--- config.mk ---
export PLATFORM = sky130hd
export DESIGN_NAME = stream_pkt_rx
export DESIGN_NICKNAME = d
export VERILOG_FILES = /design/src/rtl/stream_pkg.sv /design/src/rtl/stream_pkt_buf.sv /design/src/rtl/stream_pkt_rx.sv
export SDC_FILE = /design/constraint.sdc
export NUM_CORES = 2
export LEC_CHECK = 0
export BUFFER_PORTS_ARGS = -buffer_cell sky130_fd_sc_hd__buf_2
export CORE_UTILIZATION = 45
export CTS_CLUSTER_DIAMETER = 150
export DETAILED_ROUTE_END_ITERATION = 10
export SLEW_MARGIN = 10
export SYNTH_ARGS = -nofsm -noshare
export SYNTH_HDL_FRONTEND = slang
export SYNTH_HIERARCHICAL = 1
export SYNTH_SLANG_ARGS = --single-unit
--- constraint.sdc ---
create_clock -name clk -period 2.8 [get_ports clk]
set_input_delay 0.56 -clock clk [delete_from_list [all_inputs] [get_ports clk]]
set_output_delay 0.56 -clock clk [all_outputs]
set_load 0.05 [all_outputs]
--- src/rtl/stream_pkg.sv ---
// Shared definitions for the stream packet sink: receive-side FSM encoding.
package stream_pkg;

  typedef enum logic [1:0] {
    RECV = 2'd0,
    DROP = 2'd1,
    DONE = 2'd2
  } rx_state_e;

endpackage

--- src/rtl/stream_pkt_buf.sv ---
// Simple dual-port packet RAM, 2**AW x DW, one write port and one registered read port.
module stream_pkt_buf #(
  parameter int AW = 8,
  parameter int DW = 8
) (
  input  logic          clk,
  input  logic          rst,
  input  logic          we,
  input  logic [AW-1:0] waddr,
  input  logic [DW-1:0] wdata,
  input  logic          re,
  input  logic [AW-1:0] raddr,
  output logic [DW-1:0] rdata
);

  logic [DW-1:0] mem [2**AW];

  // Storage is never cleared; only the read register sees reset.
  always_ff @(posedge clk) begin
    if (we) begin
      mem[waddr] <= wdata;
    end
  end

  // The read register holds its value between reads.
  always_ff @(posedge clk) begin
    if (rst) begin
      rdata <= '0;
    end else if (re) begin
      rdata <= mem[raddr];
    end
  end

endmodule

--- src/rtl/stream_pkt_rx.sv ---
// Stream packet sink: captures one whole packet, then serves it as a word sequence.
// Handshake: a stream word transfers on a rising clk edge where s_valid && s_ready are both 1.
module stream_pkt_rx
  import stream_pkg::*;
#(
  parameter int AW = 8,
  parameter int DW = 8,
  parameter int CW = 16
) (
  input  logic          clk,
  input  logic          rst,
  input  logic [DW-1:0] s_data,
  input  logic          s_valid,
  input  logic          s_last,
  output logic          s_ready,
  output logic          pkt_valid,
  output logic [AW:0]   pkt_len,
  input  logic          rd_en,
  output logic [DW-1:0] rd_data,
  output logic          rd_data_valid,
  input  logic          pkt_ack,
  output logic [CW-1:0] drop_count
);

  localparam logic [AW-1:0] WMAX     = '1;
  localparam logic [AW:0]   LEN_ONE  = {{AW{1'b0}}, 1'b1};
  localparam logic [AW-1:0] WCNT_ONE = {{(AW-1){1'b0}}, 1'b1};
  localparam logic [CW-1:0] CNT_ONE  = {{(CW-1){1'b0}}, 1'b1};
  localparam logic [CW-1:0] CNT_MAX  = '1;

  rx_state_e     state;
  rx_state_e     state_nxt;
  logic [AW-1:0] wcnt;
  logic [AW:0]   rcnt;
  logic          accept;
  logic          wr_en;
  logic          rd_fire;

  assign s_ready   = (state != DONE);
  assign pkt_valid = (state == DONE);
  assign accept    = s_valid && s_ready;
  assign wr_en     = (state == RECV) && accept;
  assign rd_fire   = (state == DONE) && rd_en && (rcnt < pkt_len);

  always_ff @(posedge clk) begin
    if (rst) begin
      state <= RECV;
    end else begin
      state <= state_nxt;
    end
  end

  always_comb begin
    state_nxt = state;
    case (state)
      RECV: begin
        if (accept) begin
          if (s_last) begin
            state_nxt = DONE;
          end else if (wcnt == WMAX) begin
            state_nxt = DROP;
          end
        end
      end
      DROP: begin
        if (accept && s_last) begin
          state_nxt = RECV;
        end
      end
      DONE: begin
        if (pkt_ack) begin
          state_nxt = RECV;
        end
      end
      default: state_nxt = RECV;
    endcase
  end

  // wcnt wraps to zero on entering DROP and is parked at zero while discarding.
  always_ff @(posedge clk) begin
    if (rst) begin
      wcnt    <= '0;
      pkt_len <= '0;
    end else if (wr_en) begin
      wcnt <= s_last ? '0 : (wcnt + WCNT_ONE);
      if (s_last) begin
        pkt_len <= {1'b0, wcnt} + LEN_ONE;
      end
    end else if (state != RECV) begin
      wcnt <= '0;
    end
  end

  always_ff @(posedge clk) begin
    if (rst) begin
      rcnt <= '0;
    end else if (state != DONE || pkt_ack) begin
      rcnt <= '0;
    end else if (rd_fire) begin
      rcnt <= rcnt + LEN_ONE;
    end
  end

  always_ff @(posedge clk) begin
    if (rst) begin
      rd_data_valid <= 1'b0;
    end else begin
      rd_data_valid <= rd_fire;
    end
  end

  always_ff @(posedge clk) begin
    if (rst) begin
      drop_count <= '0;
    end else if (state == DROP && accept && s_last && drop_count != CNT_MAX) begin
      drop_count <= drop_count + CNT_ONE;
    end
  end

  stream_pkt_buf #(
    .AW(AW),
    .DW(DW)
  ) u_buf (
    .clk  (clk),
    .rst  (rst),
    .we   (wr_en),
    .waddr(wcnt),
    .wdata(s_data),
    .re   (rd_fire),
    .raddr(rcnt[AW-1:0]),
    .rdata(rd_data)
  );

endmodule

After elaboration in Yosys (flattened, before gate mapping)
Memory sizes are Yosys's and may differ from the RTL's. A register that Yosys moved wholly into a read port is not among the register bits.
Cells that the tools add are included.
{ "word_totals": {"register_bits": 45, "ram_bits": 2048, "output_inout_bits": 36, "n_memories": 1} }
{ "memory_table": {"columns": ["memory", "words", "word_bits", "rd", "rd_clocked_by_memory_dff", "wr", "line", "source"], "rows": [
  ["u_buf.mem", 256, 8, 1, 1, 1, "stream_pkt_buf.sv:16", "logic [DW-1:0] mem [2**AW];"]
]} }
{ "classes": {"add_sub_neg": 4, "magnitude_cmp": 1, "n_eq_ne": 9, "mux": 11, "reduce_logical": 15} }
{ "ops": {"columns": ["op", "n"], "rows": [
  ["2-to-1 mux 8 bit", 3],
  ["adder 16 x 1 -> 16 bit, second input constant", 1],
  ["!= test 16 bit, second input constant", 1],
  ["2-to-1 mux 2 bit", 5],
  ["adder 8 x 1 -> 9 bit, second input constant", 1],
  ["adder 9 x 1 -> 9 bit, second input constant", 1],
  ["less-than comparator 9 bit", 1],
  ["adder 8 x 1 -> 8 bit, second input constant", 1],
  ["equality test 8 bit, second input constant", 1],
  ["logical AND 1 bit", 8],
  ["!= test 2 bit, second input constant", 3],
  ["case mux 2 bit (3 select lines)", 1],
  ["AND reduction 4 bit", 1],
  ["nonzero test 2 bit", 2],
  ["!= test 3 x 2 -> 1 bit, second input constant", 1],
  ["equality test 2 x 1 -> 1 bit, second input constant", 1],
  ["equality test 2 bit, second input constant", 1],
  ["logical NOT 2 bit", 1],
  ["2-to-1 mux 1 bit", 2],
  ["!= test 2 x 1 -> 1 bit, second input constant", 1],
  ["AND reduction 2 bit", 1],
  ["OR reduction 2 bit", 1],
  ["logical OR 1 bit", 1]
]} }

Logic depth before layout (Yosys ltp)
{ "depth": {"ltp_word": 5, "depth_mapped": 14, "depth_no_buf": 13} }

Cells and area by module
Netlist, hierarchy kept.
{ "modules_own_cells": {"columns": ["mod", "n_inst", "cells_per_inst", "area_each_um2", "seq_area_each_um2"], "rows": [
  ["stream_pkt_buf", 1, 3938, 80524.7, 61659.1],
  ["stream_pkt_rx", 1, 271, 2351.0, 900.9]
]} }

Worst setup path after synthesis
OpenSTA, ideal clock, no wires.
{ "synth_path": {"path_kind": "reg2reg", "startpoint": "register pkt_len[4]", "endpoint": "register u_buf.rdata[4] (read register of u_buf.mem)", "t_arrival_ns": 3.166, "path_slack_ns": -0.427, "path_stages_with_launch": 15, "path_buffers": 1, "synth_period_minus_slack_ns": 3.227, "cell_sequence": "dfxtp_1 -> inv_1 -> ha_1 -> a21oi_1 -> a21o_1 -> o31ai_1 -> buf_2 -> nor2_1 -> nor2b_1 -> nor2b_1 -> o41ai_1 -> a31oi_1 -> nand4_1 -> a2111oi_0 -> a221o_1"} }
{ "synth_between": {"elab_chain_cells": 2} }
{ "synth_rtl": {"columns": ["element", "line", "source"], "rows": [
  ["start: declaration", "stream_pkt_rx.sv:17", "output logic [AW:0] pkt_len,"],
  ["start signal: assignment", "stream_pkt_rx.sv:87", "pkt_len <= {1'b0, wcnt} + LEN_ONE;"],
  ["less-than comparator 9 bit", "stream_pkt_rx.sv:43", "assign rd_fire = (state == DONE) && rd_en && (rcnt < pkt_len);"],
  ["logical AND 1 bit", "stream_pkt_rx.sv:43", null],
  ["via rd_fire", "stream_pkt_rx.sv:37", "logic rd_fire;"],
  ["end: declaration", "stream_pkt_buf.sv:13", "output logic [DW-1:0] rdata"]
]} }
The timed path passes the listed nets, and every way through them passes these cells.
A chain may end at the register's enable or synchronous reset.

Worst setup path after layout
{ "layout_path": {"startpoint": "register rcnt[0]", "endpoint": "register u_buf.rdata[7] (read register of u_buf.mem)"} }
{ "layout_between": {"elab_chain_cells": 2} }
{ "layout_rtl": {"columns": ["element", "line", "source"], "rows": [
  ["start: declaration", "stream_pkt_rx.sv:34", "logic [AW:0] rcnt;"],
  ["start signal: assignment", "stream_pkt_rx.sv:100", "rcnt <= rcnt + LEN_ONE;"],
  ["less-than comparator 9 bit", "stream_pkt_rx.sv:43", null],
  ["logical AND 1 bit", "stream_pkt_rx.sv:43", null]
]} }
Parallel ways exist; a longest one is shown, timed or not.

==> run_summary.xml <==
<?xml version="1.0" encoding="UTF-8"?>
<metrics>
  <group name="outcome">
    <metric name="failed_checks" unit="">design-rule violations, negative setup slack</metric>
    <metric name="result_of_the_run" unit="">complete, but fails checks</metric>
  </group>
  <group name="place">
    <metric name="place.port_buffers" unit="">49</metric>
    <metric name="detailedPlace.worstSlack" unit="ns">-0.6224</metric>
    <metric name="gp_congestion" unit="">0.9162</metric>
    <metric name="detailed_place.area" unit="sq mm">0.09172</metric>
    <metric name="dp_hpwl" unit="mm">161.7</metric>
  </group>
  <group name="worst_setup_path">
    <metric name="worst_setup_path_end_kind" unit="">flip-flop</metric>
    <metric name="worstPathArrival" unit="ns">3.61</metric>
    <metric name="timing.reg2reg.setup_slack" unit="ns">-0.07</metric>
    <metric name="cp_max_fo" unit="">8</metric>
    <metric name="timing.critical_path.required" unit="ns">3.54</metric>
    <metric name="criticalPathCategory" unit="">reg -&gt; reg</metric>
    <metric name="start_kind" unit="">flip-flop</metric>
  </group>
  <group name="die">
    <metric name="initial_core_util" unit="%">45.27</metric>
    <metric name="number_of_top_level_pins" unit="">50</metric>
    <metric name="chipHeight" unit="um">431.2</metric>
    <metric name="die-width" unit="um">431.2</metric>
    <metric name="core" unit="sq mm">0.1831</metric>
    <metric name="floorplan.die_area" unit="sq mm">0.1859</metric>
    <metric name="std_cell_rows" unit="">157</metric>
  </group>
  <group name="timing">
    <metric name="tns" unit="ns">-0.2122</metric>
    <metric name="count_of_endpoints_failing_hold_in_the_final_timing_report" unit="">0</metric>
    <metric name="tightestPinTransition" unit="ns">1.223</metric>
    <metric name="finalCritPeriodShare" unit="%">102.4</metric>
    <metric name="drv_slew" unit="">0</metric>
    <metric name="skew" unit="ns">0.04316</metric>
    <metric name="grt_setup_unrepaired" unit="">true</metric>
    <metric name="timing.final.setup_violations" unit="">5</metric>
    <metric name="fmax" unit="MHz">348.7</metric>
    <metric name="post-route-min-period" unit="ns">2.868</metric>
    <metric name="max-slew-margin-rel" unit="%">18.14</metric>
    <metric name="finalWorstSetupSlack" unit="ns">-0.06778</metric>
  </group>
  <group name="routing">
    <metric name="top_signal_layer_used" unit="">met4</metric>
    <metric name="vias_per_cell" unit="">6.008</metric>
    <metric name="via_count" unit="">46631</metric>
    <metric name="dr_wl_met2" unit="mm">115.6</metric>
    <metric name="initialDrtViolationCount" unit="">5952</metric>
    <metric name="antenna_left" unit="">0</metric>
    <metric name="detailedRoute.firstPassIterationCount" unit="">9</metric>
    <metric name="route.layer.met1.wl" unit="mm">97.27</metric>
    <metric name="route.detailed.wl_per_inst" unit="um">31.62</metric>
    <metric name="met3_length" unit="mm">23.70</metric>
    <metric name="detail_route.drc_violations" unit="">4</metric>
    <metric name="drt-total-wl" unit="mm">245.4</metric>
  </group>
  <group name="grt">
    <metric name="grt_max_degree" unit="">99</metric>
    <metric name="grt.overflow.total" unit="">0</metric>
    <metric name="grt_first_pass_wirelength" unit="mm">343.8</metric>
    <metric name="grt_antenna_before_repair" unit="">2</metric>
    <metric name="grt_pass1_vias" unit="">45370</metric>
    <metric name="grtUsageTotal" unit="%">26.23</metric>
  </group>
  <group name="power_and_ir_drop">
    <metric name="p_per_area" unit="mW/mm^2">626.7</metric>
    <metric name="irDropWorstVdd" unit="V">0.0005317</metric>
    <metric name="leakage" unit="nW">32.09</metric>
    <metric name="total_power" unit="W">0.06312</metric>
  </group>
  <group name="logic_synthesis">
    <metric name="postSynthNetCount" unit="">4234</metric>
    <metric name="synth_edf_count" unit="">2048</metric>
    <metric name="ys.flop_type" unit="">sky130_fd_sc_hd__edfxtp_1</metric>
    <metric name="yosys_register_bits" unit="">2101</metric>
    <metric name="seq_area_frac_synth" unit="%">75.49</metric>
    <metric name="async_flop_share" unit="%">0</metric>
    <metric name="post_synth_num_cell_types" unit="">77</metric>
    <metric name="synth_cells" unit="">4209</metric>
    <metric name="synth.avg_cell_area" unit="sq um">19.69</metric>
    <metric name="synthesis.yosys.warnings" unit="">6</metric>
    <metric name="synth_area" unit="sq mm">0.08288</metric>
  </group>
  <group name="clock_tree">
    <metric name="cts.sink_count" unit="">2101</metric>
    <metric name="cts_root_buffer" unit="">sky130_fd_sc_hd__clkbuf_16</metric>
    <metric name="clock_latency" unit="ns">0.85</metric>
    <metric name="cts.htree.levels" unit="">4</metric>
    <metric name="cts_tree" unit="">done</metric>
    <metric name="clock_buffer_depth" unit="">3</metric>
    <metric name="tritoncts.num_buffers" unit="">212</metric>
    <metric name="cts.clk_slew.worst_paths" unit="ns">0.06</metric>
  </group>
  <group name="run">
    <metric name="max_cap_viol_count" unit="">0</metric>
  </group>
  <group name="final_layout">
    <metric name="syn2layout_area_growth" unit="%">21.54</metric>
    <metric name="num-nets-final" unit="">5141</metric>
    <metric name="n_fill_cell" unit="">14118</metric>
    <metric name="fin_area" unit="sq mm">0.1007</metric>
    <metric name="layout-drive-gt1-share" unit="%">33.67</metric>
    <metric name="final_core_util" unit="%">55.02</metric>
  </group>
  <group name="min_path">
    <metric name="min_delay_path_class" unit="">in -&gt; reg</metric>
  </group>
</metrics>
cells by family (layout without fill, tap and decap cells):
group / Yosys count / after routing / synth area share (%)
AO/OA/AOI/OAI: 443 / 443 / 3.773
XOR/XNOR: 17 / 17 / 0.1797
adder cells (fa/ha/maj): 11 / 11 / 0.1661
buffers and inverters: 270 / 1356 / 2.311
flip-flops: 2101 / 2101 / 75.49
multiplexers: 678 / 678 / 14.29
other: 0 / 2 / 0
AND/OR/NAND/NOR: 689 / 689 / 3.795
worst paths after layout:
check / start / to / depth (start not counted)
worst max-delay path: rcnt[0]$_SDFFE_PP0P_ / u_buf/rdata[7]$_SDFFE_PP0P_ / 10
worst min-delay path: s_valid / state[0]$_SDFFE_PP0P_ / 3
worst max register to register: rcnt[0]$_SDFFE_PP0P_ / u_buf/rdata[7]$_SDFFE_PP0P_ / 10
worst min register to register: drop_count[12]$_SDFFE_PP0P_ / drop_count[12]$_SDFFE_PP0P_ / 2
sequential cells by signal (all words and copies together), names as in the netlist:
name and count:
u_buf/mem 2048, drop_count 16, rd_data_valid 1, state 2, wcnt 8, pkt_len 9, rcnt 9, u_buf/rdata 8
metrics by stage:
step / hold WS [ns] / cells
2_1_floorplan: 0.4464 / 4209
3_3_place_gp: 0.5216 / 7277
3_5_place_dp: 0.5343 / 7277
4_1_cts: 0.05422 / 7712
5_1_grt: 0.1007 / 7760
6_report: 0.1193 / 7761
Yosys cell counts, types with 5 or more instances:
master,instances,share of area [%]
sky130_fd_sc_hd__nand4_1,28,0.21
sky130_fd_sc_hd__o221ai_1,46,0.49
sky130_fd_sc_hd__mux4_2,353,9.6
sky130_fd_sc_hd__and3_1,8,0.060
sky130_fd_sc_hd__inv_1,14,0.063
sky130_fd_sc_hd__nor3_1,42,0.25
sky130_fd_sc_hd__nor2_1,324,1.5
sky130_fd_sc_hd__edfxtp_1,2048,74
sky130_fd_sc_hd__xnor2_1,10,0.11
sky130_fd_sc_hd__mux2i_1,283,3.4
sky130_fd_sc_hd__or3_1,9,0.068
sky130_fd_sc_hd__ha_1,11,0.17
sky130_fd_sc_hd__a211oi_1,38,0.34
sky130_fd_sc_hd__o21ai_0,39,0.24
sky130_fd_sc_hd__o31ai_1,7,0.063
sky130_fd_sc_hd__clkbuf_1,116,0.53
sky130_fd_sc_hd__a21oi_1,63,0.38
sky130_fd_sc_hd__a22o_1,5,0.053
sky130_fd_sc_hd__o21ai_1,10,0.060
sky130_fd_sc_hd__nand2b_1,8,0.060
sky130_fd_sc_hd__a221oi_1,7,0.074
sky130_fd_sc_hd__mux4_1,39,1.2
sky130_fd_sc_hd__buf_1,12,0.054
sky130_fd_sc_hd__and2_1,11,0.083
sky130_fd_sc_hd__nand3b_1,6,0.054
sky130_fd_sc_hd__nand2_1,130,0.59
sky130_fd_sc_hd__or4_1,5,0.045
sky130_fd_sc_hd__buf_4,8,0.072
sky130_fd_sc_hd__a22oi_1,48,0.43
sky130_fd_sc_hd__dfxtp_1,53,1.3
sky130_fd_sc_hd__buf_8,19,0.34
sky130_fd_sc_hd__a31oi_1,17,0.13
sky130_fd_sc_hd__nor4_1,15,0.11
sky130_fd_sc_hd__a311oi_1,5,0.053
sky130_fd_sc_hd__nor2b_1,17,0.13
sky130_fd_sc_hd__o22ai_1,97,0.73
sky130_fd_sc_hd__a2111oi_0,24,0.25
sky130_fd_sc_hd__xor2_1,7,0.074
sky130_fd_sc_hd__buf_6,30,0.41
sky130_fd_sc_hd__buf_2,47,0.28
sky130_fd_sc_hd__nand3_1,63,0.38
sky130_fd_sc_hd__buf_12,23,0.56
sky130_fd_sc_hd__or3b_2,7,0.074
layout by cell type, fill, tap and decap left out, drive strengths merged, types with 38 or more instances in the layout:
master	instances
nand2	130
buf	931
a211oi	38
o22ai	99
clkinv	92
a21oi	63
o21ai	49
nand3	63
a22oi	48
mux4	392
dfxtp	53
nor3	42
edfxtp	2048
nor2	324
mux2i	283
clkbuf	285
o221ai	49
worst max-delay path: stages (launching register included):
cell                        delay (ns)
sky130_fd_sc_hd__dfxtp_4          0.39
sky130_fd_sc_hd__buf_12           0.18
sky130_fd_sc_hd__buf_16           0.20
sky130_fd_sc_hd__buf_12           0.15
sky130_fd_sc_hd__buf_12           0.13
sky130_fd_sc_hd__mux4_2           0.52
sky130_fd_sc_hd__a22oi_1          0.27
sky130_fd_sc_hd__nand3_1          0.29
sky130_fd_sc_hd__o2111ai_2        0.23
sky130_fd_sc_hd__nor3_4           0.09
sky130_fd_sc_hd__a221o_1          0.26
routing by layer:
metal	track usage, %	up-vias
met2	41.13	2496
met3	5.496	425
met5	0	-
met1	36.51	24478
li1	-	19232
met4	9.235	0
cell type report:
cell class / instances / area (sq um) / share of cell area (%)
antenna: 2 / 5.005 / 0.004969
clock buffer: 271 / 5632 / 5.591
clock inverter: 122 / 1101 / 1.093
inverter: 15 / 58.81 / 0.05838
multi-input combinational: 1838 / 19440 / 19.30
sequential: 2101 / 62590 / 62.13
tap: 2464 / 3083 / 3.061
timing repair buffer: 948 / 8818 / 8.755
what timing repair did:
action	in CTS	in global routing
pin swaps	27	43
setup buffers	40	46
gates cloned	4	6
setup endpoints to repair	8	8
hold endpoints to repair	2	0
gates resized for setup	138	145
hold buffers	2	0
where the power goes:
group / switching [W] / internal [W] / leakage, nW
sequential: 0.0000183 / 0.0345 / 18.8
clock: 0.0120 / 0.0156 / 3.25
combinational: 0.000762 / 0.000215 / 10.0
No activity file was read; power rests on OpenSTA's default activity.
